<file path="config.mk">
export PLATFORM = sky130hd
export DESIGN_NAME = ysyx_22040931_pipe_ctrl
export DESIGN_NICKNAME = d
export VERILOG_FILES = /design/src/rtl/ysyx_22040931_pipe_ctrl.sv
export SDC_FILE = /design/constraint.sdc
export NUM_CORES = 1
export LEC_CHECK = 0
export CAP_MARGIN = 20
export CORE_MARGIN = 2
export CORE_UTILIZATION = 52
export DETAILED_ROUTE_END_ITERATION = 8
export PLACE_DENSITY_LB_ADDON = 0.25
export RECOVER_POWER = 25
export SLEW_MARGIN = 20
export SYNTH_ARGS = -nofsm -noshare
export SYNTH_HDL_FRONTEND = slang
export SYNTH_SLANG_ARGS = --single-unit
</file>
<file path="constraint.sdc">
create_clock -name clock -period 4.5 [get_ports clock]
set_clock_uncertainty 0.1 [all_clocks]
set_input_delay 0.45 -clock clock [delete_from_list [all_inputs] [get_ports clock]]
set_output_delay 0.45 -clock clock [all_outputs]
set_load 0.01 [all_outputs]
</file>
<file path="src/rtl/ysyx_22040931_pipe_ctrl.sv">
// Central pipeline controller: per-stage stall/flush, mispredict redirect
// (held across a busy fetch), and branch/stall performance counters.
module ysyx_22040931_pipe_ctrl #(
   parameter int PC_W  = 64,
   parameter int CNT_W = 32
) (
   input  logic             clock,
   input  logic             reset,
   input  logic             id_valid,
   input  logic             load_stall,
   input  logic             error_pre,
   input  logic             mux_pc,
   input  logic [1:0]       jumptype,
   input  logic [PC_W-1:0]  pc_id,
   input  logic [PC_W-1:0]  branch,
   input  logic             if_busy,
   input  logic             mem_busy,
   output logic             stall_if,
   output logic             stall_id,
   output logic             stall_ex,
   output logic             stall_mem,
   output logic             flush_id,
   output logic             flush_ex,
   output logic             redirect_valid,
   output logic [PC_W-1:0]  redirect_pc,
   output logic [CNT_W-1:0] br_total,
   output logic [CNT_W-1:0] br_correct,
   output logic [CNT_W-1:0] stall_cycles
);

   typedef enum logic {
      RUN        = 1'b0,
      REDIR_PEND = 1'b1
   } state_t;

   state_t            state;
   state_t            state_next;
   logic [PC_W-1:0]   pend_pc;
   logic [PC_W-1:0]   pend_pc_next;
   logic [PC_W-1:0]   target_pc;
   logic              id_advance;
   logic              br_event;
   logic              stall_event;

   // Counters stick at all-ones instead of wrapping.
   function automatic logic [CNT_W-1:0] sat_inc(input logic [CNT_W-1:0] v);
      return (&v) ? v : v + CNT_W'(1);
   endfunction

   // Corrected fetch PC for a mispredicted branch; fall-through wraps modulo 2^PC_W.
   always_comb begin
      target_pc = mux_pc ? branch : pc_id + PC_W'(4);
   end

   // Next-state and combinational stall/flush/redirect decode.
   always_comb begin
      state_next     = state;
      pend_pc_next   = pend_pc;
      stall_if       = 1'b0;
      stall_id       = 1'b0;
      stall_ex       = 1'b0;
      stall_mem      = 1'b0;
      flush_id       = 1'b0;
      flush_ex       = 1'b0;
      redirect_valid = 1'b0;
      redirect_pc    = '0;
      if (!reset) begin
         // Bubble both decode registers while reset is held.
         flush_id     = 1'b1;
         flush_ex     = 1'b1;
         state_next   = RUN;
         pend_pc_next = '0;
      end else begin
         unique case (state)
            RUN: begin
               if (mem_busy) begin
                  // Whole pipe freezes; ID is re-evaluated once memory completes.
                  stall_if  = 1'b1;
                  stall_id  = 1'b1;
                  stall_ex  = 1'b1;
                  stall_mem = 1'b1;
               end else if (load_stall && id_valid) begin
                  // Operands are stale, so any mispredict flag is not trusted yet.
                  stall_if = 1'b1;
                  stall_id = 1'b1;
                  flush_ex = 1'b1;
               end else if (error_pre && id_valid) begin
                  redirect_valid = 1'b1;
                  redirect_pc    = target_pc;
                  flush_id       = 1'b1;
                  if (if_busy) begin
                     pend_pc_next = target_pc;
                     state_next   = REDIR_PEND;
                  end
               end else if (if_busy) begin
                  stall_if = 1'b1;
                  flush_id = 1'b1;
               end
            end
            REDIR_PEND: begin
               // Keep offering the latched target until fetch can accept it.
               redirect_valid = 1'b1;
               redirect_pc    = pend_pc;
               flush_id       = 1'b1;
               if (mem_busy) begin
                  stall_if  = 1'b1;
                  stall_id  = 1'b1;
                  stall_ex  = 1'b1;
                  stall_mem = 1'b1;
               end else if (!if_busy) begin
                  state_next = RUN;
               end
            end
            default: state_next = RUN;
         endcase
      end
   end

   // State and pending-redirect registers.
   always_ff @(posedge clock) begin
      state   <= state_next;
      pend_pc <= pend_pc_next;
   end

   // Qualifying events for the performance counters.
   always_comb begin
      id_advance  = (state == RUN) && !mem_busy && !load_stall;
      br_event    = id_valid && (jumptype != 2'd0) && id_advance;
      stall_event = mem_busy || (load_stall && id_valid);
   end

   // Saturating performance counters.
   always_ff @(posedge clock) begin
      if (!reset) begin
         br_total     <= '0;
         br_correct   <= '0;
         stall_cycles <= '0;
      end else begin
         if (br_event) begin
            br_total <= sat_inc(br_total);
         end
         if (br_event && !error_pre) begin
            br_correct <= sat_inc(br_correct);
         end
         if (stall_event) begin
            stall_cycles <= sat_inc(stall_cycles);
         end
      end
   end

endmodule

</file>
==> flow_summary.json <==
{
  "syn_inst": 1323,
  "synthArstFlopShare_pct": 0,
  "leakage_nw": 4.79,
  "wl_per_cell_um": 18.8,
  "vdd_drop_max_mv": 0.196,
  "fin_tns_setup_ns": 0,
  "crit_path_max_fanout": 9,
  "n_antenna_cell": 0,
  "fin_nets": 1733,
  "cts_tree": "done",
  "dp_hpwl_um": 25500,
  "slowest_stage": "or4_1",
  "min_path_cells": 2,
  "final-setup-viol-count": 0,
  "track_usage_pct": 33.5,
  "design_area_um2": 13700,
  "viasPerCell": 6.17,
  "drc": 0,
  "cp_common_cell": "clkdlybuf4s50_1",
  "hold_class": "flip-flop to flip-flop",
  "die_area_um2": 20200,
  "core-area_um2": 18700,
  "synth_fp_nets": 1465,
  "synth_warnings": 0,
  "crit_chain": "clkdlybuf4s50_1 -> nand4_1 -> or4_1 -> nor4_2 -> a21oi_1 -> a211oi_1 -> o21ai_1 -> clkdlybuf4s50_1",
  "fin_crit_sh_pct": 95.3,
  "cts_root_buf": "clkbuf_16",
  "synth_area_um2": 9910,
  "grt_pass1_wl_um": 54800,
  "antenna_left": 0,
  "syn_to_final_growth_pct": 38.6,
  "max_freq_ghz": 0.233,
  "maxSlewViolCount": 0,
  "synthFlopType": "dfxtp_1",
  "htree_levels": 4,
  "critPathLaunchType": "input port",
  "cts_resized": 0,
  "hold_viol": 0,
  "die_h_um": 142,
  "worst_slew_pin_slew_ns": 0.797,
  "wirelength_um": 34500,
  "max_stage_delay_ns": 0.74,
  "drive_gt1_share_pct": 5.30,
  "die_w_um": 142,
  "multi_input_area_um2": 6310,
  "max-slew-margin-rel_pct": 46.4,
  "max_cap_viol_count": 0,
  "ys_seq_area_share_pct": 32.5,
  "intPower_mw": 2.43,
  "ctsLongestPathBuffers": 2,
  "synth_edf_count": 0,
  "hold_buffers": 0,
  "ios": 305,
  "criticalPathCategory": "input port to primary output",
  "pwr_density_cell_nw_per_um2": 244,
  "cts_buffers": 17,
  "clock_sink_count": 161,
  "required_ns": 3.95,
  "yosysUniqueCellTypes": 69,
  "start_util_pct": 53.0,
  "clkTransAtPathRegs_ns": 0.08,
  "core.rowCount": 50,
  "worstSkewPairLatency_ns": 0.43,
  "grt_max_degree": 91,
  "critPathCaptureType": "primary output",
  "arrival_ns": 3.74,
  "pwr-share-clk_pct": 44.1,
  "syn_avg_cell_area_um2": 7.49,
  "seq_power_share_pct": 43.2,
  "p_comb_share_pct": 12.7,
  "postCtsSetupBuffers": 0,
  "vias": 11348,
  "antenna_found_initial": 3,
  "reg2reg_depth": 6,
  "drt_pre_antenna_iters": 5,
  "grt_overflow": 0,
  "post-route-min-period_ns": 4.29,
  "status": "finished clean",
  "grt_setup_unrepaired": "false",
  "port_buffers": 304,
  "gp_congestion": 0.968,
  "place_area_um2": 13100,
  "netSwitchingFraction_pct": 27.5,
  "drtIter0Drc": 1012,
  "grt_pass1_vias": 10432,
  "regArea_um2": 3220,
  "synth-seq-cells": 161,
  "fillCellCount": 1494,
  "p_switching_mw": 0.921
}
placed cells by master (no fill, tap or decap), drive strengths merged, types with 4 or more instances in the layout:
cell type,n
nor4b,5
xor2,41
nand2,150
inv,29
or3,28
clkdlybuf4s50,220
a211oi,12
a21oi,73
nor2,158
or4,12
a22oi,10
o31ai,5
o41ai,19
clkbuf,17
nor4,35
or2,8
and2,6
and4,21
buf,27
nand3,84
o21ai,63
nand2b,13
o211ai,21
nor3,45
dlygate4sd3,82
xnor2,74
ha,4
mux2i,21
o22ai,22
and3,17
a31oi,6
nor3b,5
nand4,62
dfxtp,161
a22o,6
area by class of cell:
| class | instances | share of cell area [%] |
|---|---|---|
| Tap cell | 234 | 2.13 |
| Clock buffer | 17 | 3.10 |
| Clock inverter | 15 | 1.22 |
| Timing Repair Buffer | 329 | 23.5 |
| Sequential cell | 161 | 23.5 |
| Multi-Input combinational cell | 1061 | 46.0 |
| Inverter | 21 | 0.592 |
cell usage after synthesis (all sizes together), types with 2 or more instances:
master     n  area (um^2)
a211oi    12         90.1
a21boi     2         15.0
a21o       2         15.0
a21oi     73          365
a22o       6         52.6
a22oi     10         75.1
a31oi      6         37.5
a32o       2         20.0
and2       6         37.5
and3      17          106
and4      21          184
buf       14         60.1
clkbuf    66          248
dfxtp    161         3220
ha         4         50.1
inv       21         78.8
mux2i     21          210
nand2    150          563
nand2b    13         81.3
nand3     84          420
nand4     62          388
nand4b     3         26.3
nor2     158          593
nor2b      2         12.5
nor3      45          250
nor3b      5         42.5
nor4      35          250
nor4b      5         43.8
o211ai    21          158
o21a       2         15.0
o21ai     63          315
o22ai     22          138
o2bb2ai    3         26.3
o311ai     3         26.3
o31ai      5         37.5
o41ai     19          174
or2        8         50.1
or3       28          180
or4       12         90.1
or4b       2         20.0
xnor2     74          648
xor2      41          359
power groups by stage:
| stage | logic [mW] | registers (mW) | clock network [mW] |
|---|---|---|---|
| after floorplan | 0.184 | 1.48 | 0 |
| after global placement | 0.415 | 1.48 | 0 |
| after detailed placement | 0.419 | 1.48 | 0 |
| after CTS | 0.421 | 1.44 | 1.49 |
| after global routing | 0.457 | 1.45 | 1.55 |
| final | 0.427 | 1.44 | 1.48 |
layer usage:
metal	wire, um	vias to the layer above	GRT usage [%]
met5	13	-	0
met4	1150	2	12.4
met3	2780	74	6.90
met2	16100	566	54.8
met1	14500	5315	43.7
li1	-	5391	-
metrics by stage:
stage	cells	hold slack (ns)	worst slack, ns	power (mW)	utilization, %
2_1_floorplan	1323	0.332	1.61	1.66	-
3_3_place_gp	1806	0.339	0.353	1.89	70.2
3_5_place_dp	1806	0.349	0.279	1.90	70.3
4_1_cts	1838	0.351	0.275	3.36	73.4
5_1_grt	1838	0.360	0.0339	3.45	73.4
6_report	1838	0.360	0.211	3.35	73.4
path summary, 6_finish.rpt:
kind	start	endpoint	slack [ns]
worst max-delay path	pc_id[4]	redirect_pc[63]	0.21
worst min register to register	pend_pc[4]	pend_pc[4]	0.36
worst max register to register	state	br_correct[19]	1.71
worst min-delay path	pend_pc[4]	pend_pc[4]	0.36
state kept, by name, summed over array words and instances (netlist names):
signal and cells:
br_total 32, pend_pc 64, stall_cycles 32, br_correct 32, state 1
worst max-delay path: cells and delay by family:
family | cells | cell delay (ns)
AOI/OAI and AO/OA | 3 | 0.60
buffers and inverters | 2 | 1.05
and+or+nand+nor | 3 | 1.63
cell families (layout without fill, tap and decap cells):
group | after synthesis | after routing | share of synthesized area, %
AO/OA/AOI/OAI | 261 | 261 | 16.7
adder cells (fa/ha/maj) | 4 | 4 | 0.505
XOR/XNOR | 115 | 115 | 10.2
flip-flops | 161 | 161 | 32.5
multiplexers | 21 | 21 | 2.12
AND/OR/NAND/NOR | 660 | 660 | 34.1
buffers and inverters | 101 | 382 | 3.90
(Power assumes the default switching activity.)
